### config.mk
export PLATFORM = sky130hd
export DESIGN_NAME = iter_shifter_flat
export DESIGN_NICKNAME = d
export VERILOG_FILES = /design/src/rtl/iter_shifter_pkg.sv /design/src/rtl/iter_shifter_if.sv /design/src/rtl/iter_shifter_shift_step.sv /design/src/rtl/iter_shifter.sv /design/src/flat_wrapper.sv
export SDC_FILE = /design/constraint.sdc
export NUM_CORES = 1
export LEC_CHECK = 0
export BUFFER_PORTS_ARGS = -buffer_cell sky130_fd_sc_hd__buf_2
export CORE_MARGIN = 1
export CORE_UTILIZATION = 35
export CTS_CLUSTER_SIZE = 20
export DETAILED_ROUTE_END_ITERATION = 10
export SYNTH_ARGS = -nofsm -noshare
export SYNTH_HDL_FRONTEND = slang
export SYNTH_SLANG_ARGS = --single-unit
### constraint.sdc
create_clock -name clk -period 1.5 [get_ports clk]
set_input_delay 0.15 -clock clk [delete_from_list [all_inputs] [get_ports clk]]
set_output_delay 0.15 -clock clk [all_outputs]
set_load 0.01 [all_outputs]
### src/rtl/iter_shifter_pkg.sv
// iter_shifter_pkg: shift-type codes, FSM state type and a legality helper
// shared by the iterative shifter and its single-step datapath.
package iter_shifter_pkg;

    localparam logic [2:0] SH_ROTL = 3'd0;
    localparam logic [2:0] SH_ROTR = 3'd1;
    localparam logic [2:0] SH_SHL  = 3'd2;
    localparam logic [2:0] SH_ASR  = 3'd3;
    localparam logic [2:0] SH_LSR  = 3'd4;

    typedef enum logic [1:0] {
        ST_IDLE  = 2'd0,
        ST_SHIFT = 2'd1,
        ST_DONE  = 2'd2
    } state_t;

    // Codes above SH_LSR are reserved and flagged as errors.
    function automatic logic sh_legal(input logic [2:0] t);
        return (t <= SH_LSR);
    endfunction

endpackage

### src/rtl/iter_shifter_if.sv
// iter_shifter_if: start/done request bus between the control FSM (master)
// and the iterative shifter (slave).
interface iter_shifter_if #(
    parameter int WIDTH = 8,
    parameter int AMT_W = 4
);
    logic             start;
    logic             flush;
    logic [WIDTH-1:0] data;
    logic [2:0]       sh_type;
    logic [AMT_W-1:0] amount;
    logic [WIDTH-1:0] out;
    logic             carry;
    logic             zero;
    logic             err;
    logic             busy;
    logic             done;

    modport master (
        output start, flush, data, sh_type, amount,
        input  out, carry, zero, err, busy, done
    );

    modport slave (
        input  start, flush, data, sh_type, amount,
        output out, carry, zero, err, busy, done
    );
endinterface

### src/rtl/iter_shifter_shift_step.sv
// shift_step: one-bit rotate/shift of the working word, plus the bit that
// leaves the word. Reserved type codes pass the word through unchanged.
module shift_step
    import iter_shifter_pkg::*;
#(
    parameter int WIDTH = 8
) (
    input  logic [WIDTH-1:0] i_w,
    input  logic [2:0]       i_type,
    output logic [WIDTH-1:0] o_w_next,
    output logic             o_bit_out
);

    // Select the single-position operation for the captured type.
    always_comb begin
        o_w_next  = i_w;
        o_bit_out = 1'b0;
        case (i_type)
            SH_ROTL: begin
                o_w_next  = {i_w[WIDTH-2:0], i_w[WIDTH-1]};
                o_bit_out = i_w[WIDTH-1];
            end
            SH_ROTR: begin
                o_w_next  = {i_w[0], i_w[WIDTH-1:1]};
                o_bit_out = i_w[0];
            end
            SH_SHL: begin
                o_w_next  = {i_w[WIDTH-2:0], 1'b0};
                o_bit_out = i_w[WIDTH-1];
            end
            SH_ASR: begin
                o_w_next  = {i_w[WIDTH-1], i_w[WIDTH-1:1]};
                o_bit_out = i_w[0];
            end
            SH_LSR: begin
                o_w_next  = {1'b0, i_w[WIDTH-1:1]};
                o_bit_out = i_w[0];
            end
            default: ;
        endcase
    end

endmodule

### src/rtl/iter_shifter.sv
// iter_shifter: multi-cycle rotate/shift unit, one bit position per clock,
// with start/done handshake, synchronous flush and carry/zero/err flags.
module iter_shifter
    import iter_shifter_pkg::*;
#(
    parameter int WIDTH = 8,
    parameter int AMT_W = 4
) (
    input  logic          clk,
    input  logic          rst_n,
    iter_shifter_if.slave bus
);

    state_t           r_state;
    logic [WIDTH-1:0] r_work;
    logic [AMT_W-1:0] r_count;
    logic [2:0]       r_type;
    logic             r_carry;
    logic             r_zero;
    logic             r_err;
    logic             r_busy;
    logic             r_done;

    logic [WIDTH-1:0] w_next;
    logic             w_bit;

    shift_step #(.WIDTH(WIDTH)) u_step (
        .i_w       (r_work),
        .i_type    (r_type),
        .o_w_next  (w_next),
        .o_bit_out (w_bit)
    );

    // Control FSM and datapath registers; all outputs come straight from flops.
    always_ff @(posedge clk or negedge rst_n) begin
        if (!rst_n) begin
            r_state <= ST_IDLE;
            r_work  <= '0;
            r_count <= '0;
            r_type  <= SH_ROTL;
            r_carry <= 1'b0;
            r_zero  <= 1'b0;
            r_err   <= 1'b0;
            r_busy  <= 1'b0;
            r_done  <= 1'b0;
        end else begin
            r_done <= 1'b0;
            if (bus.flush) begin
                // Abort: result flags keep whatever they last held.
                r_state <= ST_IDLE;
                r_busy  <= 1'b0;
            end else begin
                case (r_state)
                    ST_IDLE, ST_DONE: begin
                        if (bus.start) begin
                            r_work  <= bus.data;
                            r_count <= bus.amount;
                            r_type  <= bus.sh_type;
                            if (!sh_legal(bus.sh_type) || bus.amount == '0) begin
                                r_state <= ST_DONE;
                                r_carry <= 1'b0;
                                r_err   <= !sh_legal(bus.sh_type);
                                r_zero  <= (bus.data == '0);
                                r_done  <= 1'b1;
                            end else begin
                                r_state <= ST_SHIFT;
                                r_err   <= 1'b0;
                                r_busy  <= 1'b1;
                            end
                        end else begin
                            r_state <= ST_IDLE;
                        end
                    end
                    ST_SHIFT: begin
                        r_work  <= w_next;
                        r_carry <= w_bit;
                        r_count <= r_count - 1'b1;
                        if (r_count == AMT_W'(1)) begin
                            r_state <= ST_DONE;
                            r_busy  <= 1'b0;
                            r_done  <= 1'b1;
                            r_zero  <= (w_next == '0);
                        end
                    end
                    default: begin
                        r_state <= ST_IDLE;
                        r_busy  <= 1'b0;
                    end
                endcase
            end
        end
    end

    assign bus.out   = r_work;
    assign bus.carry = r_carry;
    assign bus.zero  = r_zero;
    assign bus.err   = r_err;
    assign bus.busy  = r_busy;
    assign bus.done  = r_done;

endmodule

### src/flat_wrapper.sv
// flat-port wrapper written by rule: the top's interface ports become plain ports
module iter_shifter_flat import iter_shifter_pkg::*;
#(
    parameter int WIDTH = 8,
    parameter int AMT_W = 4
)
  (clk, rst_n, bus_start, bus_flush, bus_data, bus_sh_type, bus_amount, bus_out, bus_carry, bus_zero, bus_err, bus_busy, bus_done);
  iter_shifter_if #(.WIDTH(WIDTH), .AMT_W(AMT_W)) bus_i ();
  input  logic clk;
  input  logic rst_n;
  input wire logic [$bits(bus_i.start)-1:0] bus_start;
  input wire logic [$bits(bus_i.flush)-1:0] bus_flush;
  input wire logic [$bits(bus_i.data)-1:0] bus_data;
  input wire logic [$bits(bus_i.sh_type)-1:0] bus_sh_type;
  input wire logic [$bits(bus_i.amount)-1:0] bus_amount;
  output wire logic [$bits(bus_i.out)-1:0] bus_out;
  output wire logic [$bits(bus_i.carry)-1:0] bus_carry;
  output wire logic [$bits(bus_i.zero)-1:0] bus_zero;
  output wire logic [$bits(bus_i.err)-1:0] bus_err;
  output wire logic [$bits(bus_i.busy)-1:0] bus_busy;
  output wire logic [$bits(bus_i.done)-1:0] bus_done;
  assign bus_i.start = bus_start;
  assign bus_i.flush = bus_flush;
  assign bus_i.data = bus_data;
  assign bus_i.sh_type = bus_sh_type;
  assign bus_i.amount = bus_amount;
  assign bus_out = bus_i.out;
  assign bus_carry = bus_i.carry;
  assign bus_zero = bus_i.zero;
  assign bus_err = bus_i.err;
  assign bus_busy = bus_i.busy;
  assign bus_done = bus_i.done;
  iter_shifter #(.WIDTH(WIDTH), .AMT_W(AMT_W)) u_core (.clk(clk), .rst_n(rst_n), .bus(bus_i));
endmodule
---- After elaboration in Yosys (flattened, before gate mapping) ----
Index checks and enable logic that the tools add are counted.
word-level totals
  input port bits ......................... 19
  bits in latches ......................... 0
  flip-flop bits (word level) ............. 22
  memory bits (writable) .................. 0
  output and inout bits ................... 13
  word-level logic and storage cells ...... 70
  bits in read-only memories .............. 0
  memories kept ........................... 0
operators by class
  $mul .................................... 0
  shift operators ......................... 0
  bitwise operators ....................... 1
  add/sub/neg operators ................... 1
  multiplexer cells ....................... 29
  equal/unequal tests ..................... 13
  reductions and logical operators ........ 16
  div/mod/pow operators ................... 0
  magnitude comparators ................... 1
operator list
  kind                 number
  $pmux 8 s5           1
  $logic_not 8->1      2
  $pmux 8 s2           1
  $mux 1               14
  $pmux 1 s2           5
  $reduce_and 3->1     3
  $mux 2               4
  $mux 8               1
  $pmux 4 s2           1
  $eq 3x2->1 const B   2
  $ne 3x3->1 const B   2
  $reduce_and 5->1     1
  $eq 4x1->1 const B   1
  $logic_not 4->1      1
  $mux 4               1
  $ne 2x1->1 const B   2
  $pmux 2 s2           1
  $reduce_and 4->1     1
  $reduce_or 2->1      2
  $sub 4x1->4 const B  1
  $eq 3x1->1 const B   1
  $eq 3x3->1 const B   1
  $le 3x3->1 const B   1
  $logic_not 3->1      1
  other kinds (10)     10

---- Longest topological paths before layout ----
Gate-level depths: netlist of the first run.
  word-level depth ........................ 7
  depth in mapped cells ................... 7
  gate-level depth less buffers ........... 7

---- Modules after synthesis ----
A second synthesis of the first run with hierarchy kept.
second synthesis, totals
  cells, all modules ...................... 171
  area, all modules ....................... 1478.9 um^2
by module, submodules not included
  module        area an instance (um^2)  cells an instance  times used  sequential area each (um^2)
  iter_shifter  1107.3                   119                1           550.5
  shift_step    371.6                    52                 1           0.0

---- Least setup slack after synthesis of the first run ----
No wires, ideal clock.
  path type ............................... register to register
  from .................................... reg u_core.r_count[1]
  to ...................................... reg u_core.r_zero, in the netlist u_core.bus.zero
  cell stages (with the launch flop) ...... 8
  setup slack ............................. -0.048 ns
  buffers on the path ..................... 0
  library setup time ...................... 0.124 ns
  clock period less this slack ............ 1.548 ns
  data required time ...................... 1.376 ns
  arrival time ............................ 1.423 ns
  cells stage by stage .................... dfrtp_1 -> inv_1 -> ha_1 -> or3b_1 -> nand2_1 -> o211a_1 -> mux2i_1 -> o21ai_1
on the way
  word-level cells in the longest chain between the ends .. 3
ends and longest elaborated chain
  what                               RTL line            source
  from (decl)                        iter_shifter.sv:16  logic [AMT_W-1:0] r_count;
  from (signal assigned)             iter_shifter.sv:57  r_count <= bus.amount;
  from (signal assigned)             iter_shifter.sv:77  r_count <= r_count - 1'b1;
  $eq 4x1->1                         iter_shifter.sv:78  if (r_count == AMT_W'(1)) begin
  $ne 2x1->1 (no source line)        -
  $reduce_and 5->1 (no source line)  -
  to (signal assigned)               iter_shifter.sv:63  r_zero <= (bus.data == '0);
  to (signal assigned)               iter_shifter.sv:82  r_zero <= (w_next == '0);
  to (decl)                          iter_shifter.sv:19  logic r_zero;
No other way between the ends.
A chain may end at the register's enable or synchronous reset.

---- Final worst setup path of the first run ----
Same ends and word-level chain as after synthesis.

==> reports/qor.txt, run 1 <==
Number of enable-type register cells in the synthesized netlist = 0
Critical Path AT = 1.82 ns
Avg Vias per Cell = 5.572
Total CTS buffers = 3
Run status = finished with violations
Power Dens Cells = 1240 nW/um2
Area share of xor/xnor cells in the synthesized design = 0%
Type of the tightest min-delay check = input pin to flip-flop
Vias post-DR = 1,616
Global router's overall resource usage = 22.22%
Total of flip-flops plus latches after synthesis = 22
CTS sink count = 22
Violation count after the first detailed-routing iteration = 83
Mux cell area share after synthesis = 5.724%
Maximum clock rate = 611.4 MHz
Wire length per cell = 16.09 um
Placeable Area = 4029 um2
Antenna diode count = 0
Clock share of power = 15.7%
Post-synthesis net count = 187
Initial antenna violation count = 0
Avg Inst Size Synth = 8.954 um2
Power share of the sequential group = 31.1%
Total DRC errors in the routed layout = 0
Total negative setup slack = -0.3110 ns
Final setup fails = 6
H-tree Lvls = 1
Critical setup path kind = flip-flop to flip-flop
Area fraction in compound gates after synthesis = 30.56%
Number of global-route vias before repair = 1,581
LEAKAGE = 1.051 nW
Wire length of the first global-routing pass = 7521 um
Number of iterations in the first detailed-routing pass = 4
Share of synthesized cell area in full adder, half adder and majority cells = 2.441%
Half-perimeter wire length after placement = 3329 um
Async set-reset flop share out of synthesis = 100.0%
Row count = 23
CTS tree = built
Gate power share = 53.2%
Layout Cells excl Fill = 290
Worst hold slack = 0.1344 ns
Slew of the pin with the lowest slew margin = 0.5229 ns
Launching element type of the critical path = flip-flop
Number of max-cap violations = 0
Final core utilization = 55.68%
Slew margin rel. = 65.14%
Number of nets with antenna violations after detailed routing = 0
Violations in the final reports = setup timing
Combinational family with the most area after synthesis = compound AO/OA/AOI/OAI gates
Worst-path maximum fanout = 3
Max Used Layer = met4
Maximum number of buffers from clock root to sink = 2
I/O pin count = 32
Number of endpoints with negative hold slack in the final report = 0
Switching share of total power = 37.60%
WP buf/inv = 2
Grt total ovfl = 0
Endpoint type of the worst setup path = flip-flop
Count of port buffers added during placement = 31
Min Tclk post-route = 1.636 ns
Cell type of the slowest stage on the worst timing path = sky130_fd_sc_hd__dfrtp_1
Clk_lat worst skew = 0.26 ns
Growth of design area from synthesis to finish = 50.93%
Simple-gate share of the synthesized area = 18.27%
Post-synthesis instance total = 166
Area of the mapped netlist = 1486 um2
Yosys cell types = 50
Ys flop type = sky130_fd_sc_hd__dfrtp_1
Die area = 4512 um2
Maximum vdd drop = 505.4 uV
Switching Power = 1.046 mW
Final critical-path setup slack = -0.1357 ns
Family with the most delay on the worst path = simple AND/OR/NAND/NOR gates
Yosys warning total = 0
Int Power = 1.736 mW
Clock tree skew after final layout = 0.004551 ns
Setup repair after global routing missed its margin = yes
Met3 Wirelength = 165 um
Die width = 67.17 um
Total instance count after detailed placement = 274
Critical path's largest stage delay = 0.40 ns
Final #Nets = 262
Height of the die = 67.17 um
Share of the yosys chip area belonging to registers = 37.04%
GP Congestion = 0.8161
Final Routed Wirelength = 4667 um
List of cells traversed by the critical path = inv_2 > ha_4 > or3b_4 > nand2_4 > o211a_4 > buf_4 > nand4_1 > o21ai_1
Root Buffer = sky130_fd_sc_hd__clkbuf_8
Share of final-layout standard cells stronger than drive strength 1 = 50.00%
Count of pins over their slew limit = 0
Post-Route M1 WL = 1926 um
Clk pin slew, worst setup/hold paths = 0.09 ns
Pin count of the biggest net entering global routing = 23
Wire length on met2 = 2479 um
Worst EP required = 1.69 ns
Final clock period utilization by the worst path = 109.0%
Initial standard-cell utilization of the core = 36.89%
final cells by class:
class / instances / area [um2]
tap: 50 / 62.56
inverter: 8 / 30.03
sequential: 22 / 555.5
timing repair buffer: 81 / 570.5
fill: 373 / 1785
clock buffer: 4 / 55.05
multi-input combinational: 125 / 969.7
final timing paths:
check | startpoint | end | slack [ns] | depth (start not counted)
worst min register to register | u_core.bus.err$_DFFE_PN0P_ | u_core.bus.err$_DFFE_PN0P_ | 0.48 | 2
worst max-delay path | u_core.r_count[1]$_DFFE_PN0P_ | u_core.bus.zero$_DFFE_PN0P_ | -0.14 | 8
max in group asynchronous | rst_n | u_core.r_type[0]$_DFFE_PN0P_ | 0.73 | 2
min in group asynchronous | rst_n | u_core.bus.out[1]$_DFFE_PN0P_ | 0.39 | 2
worst max register to register | u_core.r_count[1]$_DFFE_PN0P_ | u_core.bus.zero$_DFFE_PN0P_ | -0.14 | 8
worst min-delay path | bus_sh_type[2] | u_core.r_type[2]$_DFFE_PN0P_ | 0.13 | 2
power groups by stage:
stage	Clock, mW	Sequential, mW	Combinational (mW)
2_1_floorplan	0	0.873	0.622
3_3_place_gp	0	0.865	1.14
3_5_place_dp	0	0.871	1.16
4_1_cts	0.451	0.848	1.36
5_1_grt	0.481	0.882	1.59
6_report	0.436	0.866	1.48
state kept, by name (all words and copies together) (netlist names):
| signal | cells |
|---|---|
| u_core.r_type | 3 |
| u_core.bus.zero | 1 |
| u_core.bus.busy | 1 |
| u_core.bus.out | 8 |
| u_core.r_count | 4 |
| u_core.r_state | 2 |
| u_core.bus.carry | 1 |
| u_core.bus.err | 1 |
| u_core.bus.done | 1 |
Yosys cell counts, types with 2 or more instances:
library cell	instances	area share, %
sky130_fd_sc_hd__dfrtp_1	22	37
sky130_fd_sc_hd__a311o_1	2	1.3
sky130_fd_sc_hd__mux2i_1	4	2.7
sky130_fd_sc_hd__nor2b_1	3	1.3
sky130_fd_sc_hd__clkbuf_1	4	1.0
sky130_fd_sc_hd__and3_1	2	0.84
sky130_fd_sc_hd__a31oi_1	2	0.84
sky130_fd_sc_hd__ha_1	2	1.7
sky130_fd_sc_hd__o22a_1	2	1.2
sky130_fd_sc_hd__nor2_1	11	2.8
sky130_fd_sc_hd__a21oi_1	7	2.4
sky130_fd_sc_hd__nor3_1	3	1.0
sky130_fd_sc_hd__buf_2	5	1.7
sky130_fd_sc_hd__a21o_1	2	1.0
sky130_fd_sc_hd__o211ai_1	7	3.5
sky130_fd_sc_hd__a32oi_1	2	1.2
sky130_fd_sc_hd__nand4_1	2	0.84
sky130_fd_sc_hd__mux2_2	3	2.3
sky130_fd_sc_hd__nand3b_1	2	1.0
sky130_fd_sc_hd__a221oi_1	2	1.2
sky130_fd_sc_hd__o21a_1	2	1.0
sky130_fd_sc_hd__nand3_1	2	0.67
sky130_fd_sc_hd__a21boi_1	2	1.0
sky130_fd_sc_hd__nor3b_1	2	1.0
sky130_fd_sc_hd__inv_1	8	2.0
sky130_fd_sc_hd__nand2_1	17	4.3
sky130_fd_sc_hd__o21ai_1	4	1.3
sky130_fd_sc_hd__o211a_1	3	2.0
sky130_fd_sc_hd__nand2b_1	5	2.1
sky130_fd_sc_hd__o21ai_0	11	3.7
sky130_fd_sc_hd__or2b_1	2	1.0
per-stage QoR:
step	total power [mW]	cell area, um2	setup WS (ns)
global placement	2.001	1936	-0.1809
CTS	2.656	2145	-0.1618
finish	2.782	2243	-0.1357
floorplan	1.495	1491	-0.02824
global route	2.958	2243	-0.2087
detailed placement	2.028	1936	-0.2551
cells by family (layout without fill, tap and decap cells):
group | Yosys count | count (layout)
simple gates | 54 | 54
mux | 8 | 8
flops | 22 | 22
buf+inv | 19 | 93
compound gates | 60 | 60
fa+ha+maj | 3 | 3
worst register-to-register path, delay by kind of cell (launching register included):
| family | cells | cell delay, ns |
|---|---|---|
| simple gates | 3 | 0.54 |
| fa+ha+maj | 1 | 0.12 |
| buf+inv | 2 | 0.19 |
| flops | 1 | 0.40 |
| compound gates | 2 | 0.32 |
routing by layer:
metal  GRT usage [%]  up-vias
li1                -      771
met3           2.703        8
met1           26.36      799
met5               0        -
met2           40.63       38
met4           7.979        0
cells in the final DEF, fill, tap and decap left out, types with 3 or more instances in the layout:
master / netlist / final
sky130_fd_sc_hd__buf_4: 1 / 40
sky130_fd_sc_hd__buf_2: 5 / 31
sky130_fd_sc_hd__dfrtp_1: 22 / 18
sky130_fd_sc_hd__nand2_1: 17 / 16
sky130_fd_sc_hd__nor2_1: 11 / 10
sky130_fd_sc_hd__o21ai_0: 11 / 8
sky130_fd_sc_hd__buf_6: 1 / 8
sky130_fd_sc_hd__inv_1: 8 / 7
sky130_fd_sc_hd__o211ai_1: 7 / 7
sky130_fd_sc_hd__a21oi_1: 7 / 6
sky130_fd_sc_hd__o21ai_1: 4 / 5
sky130_fd_sc_hd__mux2i_1: 4 / 4
sky130_fd_sc_hd__clkbuf_8: 0 / 4
sky130_fd_sc_hd__dfrtp_2: 0 / 4
sky130_fd_sc_hd__mux2_2: 3 / 3
sky130_fd_sc_hd__nand2b_4: 0 / 3
sky130_fd_sc_hd__nor3_1: 3 / 3
timing repair:
| action | in CTS | in global routing |
|---|---|---|
| buffers inserted | 8 | 3 |
| cloned | 0 | 0 |
| resized for setup | 21 | 23 |
| hold buffers | 1 | 0 |
| hold endpoints to repair | 22 | 0 |
| endpoints found under the setup margin | 11 | 13 |
| pin swaps | 7 | 8 |
(Power assumes the default switching activity.)
==> run 2: changes to the inputs <==
Settings changed: CORE_ASPECT_RATIO set to 0.7.
==> run 2 against run 1 <==
  * The flow still finishes with violations (setup timing)
  * Register-to-register slack worse by 0.06 ns
  * Largest power group unchanged
  * Die area hardly changed
  * Clock power fell by 14%
  * Power decreased by 2.8%
  * Largest cell class unchanged
  * Setup slack worse by 0.063 ns
  * Critical endpoint unchanged
  * Non-clock buffer count decreased by 5
==> reports/qor.txt, run 2 (synthesis gave the netlist of run 1 again) <==
Run status = finished with violations
Violations in the final reports = setup timing
Number of iterations in the first detailed-routing pass = 4 (unchanged)
Setup slack on the worst flop-to-flop path = -0.20 ns (-0.06 ns)
Clk_lat worst skew = 0.26 ns (about the same)
Root Buffer = sky130_fd_sc_hd__clkbuf_8
Final #Nets = 257 (-1.9%)
Clk pin slew, worst setup/hold paths = 0.08 ns (about the same)
Slew of the pin with the lowest slew margin = 0.5284 ns (+0.005531 ns)
Initial standard-cell utilization of the core = 37.22% (+0.32 points)
I/O pin count = 32 (unchanged)
Maximum clock rate = 588.6 MHz (-3.7%)
Global router's overall resource usage = 21.70% (-0.52 points)
Share of final-layout standard cells stronger than drive strength 1 = 47.86% (-2.1 points)
Worst-path maximum fanout = 3 (unchanged)
Die area = 4516 um2 (about the same)
Count of pins over their slew limit = 0 (unchanged)
Total DRC errors in the routed layout = 0 (unchanged)
Pin count of the biggest net entering global routing = 23 (unchanged)
Instance area after placement = 1951 um2 (+0.78%)
Row count = 19 (-17%)
Vias post-DR = 1,588 (-1.7%)
Setup repair after global routing missed its margin = yes
Final setup fails = 4 (-2)
Die width = 79.89 um (+19%)
GP Congestion = 0.8398 (+2.9%)
RR Startpoint = u_core.r_count[1]$_DFFE_PN0P_
Violation count after the first detailed-routing iteration = 139 (+67%)
Grt total ovfl = 0 (unchanged)
Half-perimeter wire length after placement = 3348 um (+0.57%)
Clock tree skew after final layout = 0.007301 ns (+0.002750 ns)
Worst Setup Slack post-DPL = -0.1360 ns (+0.1191 ns)
Cell depth of the worst flop-to-flop path = 7 (-1)
Most common cell after layout, fill and taps aside = sky130_fd_sc_hd__buf_4
Number of flip-flops in the largest register = 8 (unchanged)
Final Routed Wirelength = 4706 um (+0.84%)
Antenna diode count = 0 (unchanged)
Wire length of the first global-routing pass = 7458 um (-0.84%)
Number of max-cap violations = 0 (unchanged)
H-tree Lvls = 1 (unchanged)
Final critical-path setup slack = -0.1990 ns (-0.06327 ns)
Number of nets with antenna violations after detailed routing = 0 (unchanged)
Maximum vdd drop = 656.5 uV (+30%)
Slew margin rel. = 64.77% (-0.37 points)
Avg Vias per Cell = 5.552 (-0.36%)
Number of endpoints with negative hold slack in the final report = 0 (unchanged)
Endpoint type of the worst setup path = flip-flop
CTS sink count = 22 (unchanged)
Maximum number of buffers from clock root to sink = 2 (unchanged)
Worst EP required = 1.65 ns (-0.04 ns)
Worst setup path endpoint = u_core.bus.zero$_DFFE_PN0P_
Reg2reg end = u_core.bus.zero$_DFFE_PN0P_
Critical Path AT = 1.85 ns (+0.03 ns)
Initial antenna violation count = 0 (unchanged)
Number of global-route vias before repair = 1,516 (-4.1%)
Height of the die = 56.53 um (-16%)
LEAKAGE = 1.028 nW (-2.3%)
Summed area of non-filler cells in the final layout = 2198 um2 (-2.0%)
Most used cells in the layout excluding fill and tap cells = sky130_fd_sc_hd__buf_4 (37), sky130_fd_sc_hd__buf_2 (31), sky130_fd_sc_hd__dfrtp_1 (18), sky130_fd_sc_hd__nand2_1 (16), sky130_fd_sc_hd__nor2_1 (10)
Final core utilization = 55.04% (-0.64 points)
Count of port buffers added during placement = 31 (unchanged)
Total CTS buffers = 3 (unchanged)
Launching element type of the critical path = flip-flop
Placeable Area = 3994 um2 (-0.87%)
Number of fill cells in the layout = 367 (-1.6%)
Power Dens Cells = 1230 nW/um2 (-0.84%)
Final clock period utilization by the worst path = 113.3% (+4.2 points)
Min Tclk post-route = 1.699 ns (+0.06327 ns)
Wire length per cell = 16.45 um (+2.2%)
Type of the tightest min-delay check = input pin to flip-flop
Growth of design area from synthesis to finish = 47.90%
Overall power after layout = 2.703 mW (-2.8%)
CTS tree = built
Crit path launch = u_core.r_count[1]$_DFFE_PN0P_
Critical setup path kind = flip-flop to flip-flop
[run 2: layer usage]
metal,global-route usage [%],vias to the layer above,share of wire (%)
met3,3.415,6,5.0
met5,0,-,0
met1,32.52,773,48
met2,33.09,54,46
met4,3.827,0,1.1
li1,-,755,-
[run 2: metrics by stage]
stage | TNS (ns) | instances | hold WS (ns)
6_report | -0.3894 | 286 | 0.1313
5_1_grt | -0.8769 | 286 | 0.1315
4_1_cts | -0.1955 | 282 | 0.1276
3_5_place_dp | -0.4642 | 276 | 0.1554
3_3_place_gp | -0.3086 | 276 | 0.1581
2_1_floorplan | -0.02824 | 166 | -0.1456
[run 2: how the worst min path moves through the flow]
stage	slack, ns	from	cells after the start	end
3_5_place_dp	0.16	rst_n	1	u_core.bus.out[4]$_DFFE_PN0P_
6_report	0.13	bus_sh_type[1]	2	u_core.r_type[1]$_DFFE_PN0P_
4_1_cts	0.13	bus_sh_type[1]	2	u_core.r_type[1]$_DFFE_PN0P_
5_1_grt	0.13	bus_sh_type[0]	2	u_core.r_type[0]$_DFFE_PN0P_
2_1_floorplan	-0.15	rst_n	0	u_core.bus.busy$_DFFE_PN0P_
3_3_place_gp	0.16	rst_n	1	u_core.bus.out[4]$_DFFE_PN0P_
[run 2: cell type report]
class                           instances  area [um2]  share of cell area (%)
Tap cell                               52       65.06                   2.960
Multi-Input combinational cell        125       975.9                   44.39
Timing Repair Buffer                   76       530.5                   24.13
Inverter                                8       30.03                   1.366
Clock buffer                            3       41.29                   1.878
Sequential cell                        22       555.5                   25.27
[run 2: power breakdown]
group / switching (mW) / total (mW) / internal (mW)
Clock: 0.195 / 0.374 / 0.180
Combinational: 0.682 / 1.45 / 0.770
Sequential: 0.160 / 0.877 / 0.717
[run 2: repair_timing]
| item | in CTS | in global routing |
|---|---|---|
| hold buffers | 1 | 0 |
| endpoints found under the setup margin | 8 | 12 |
| endpoints found under the hold margin | 22 | 0 |
| pin swaps | 9 | 14 |
| gates resized for setup | 11 | 27 |
| buffers inserted | 2 | 4 |
[run 2: critical path: stages (launching register included)]
cell                      delay [ns]
sky130_fd_sc_hd__dfrtp_1        0.40
sky130_fd_sc_hd__inv_2          0.08
sky130_fd_sc_hd__ha_4           0.12
sky130_fd_sc_hd__or3b_4         0.39
sky130_fd_sc_hd__nand2_2        0.07
sky130_fd_sc_hd__o211a_1        0.20
sky130_fd_sc_hd__mux2i_1        0.23
sky130_fd_sc_hd__o21ai_1        0.09
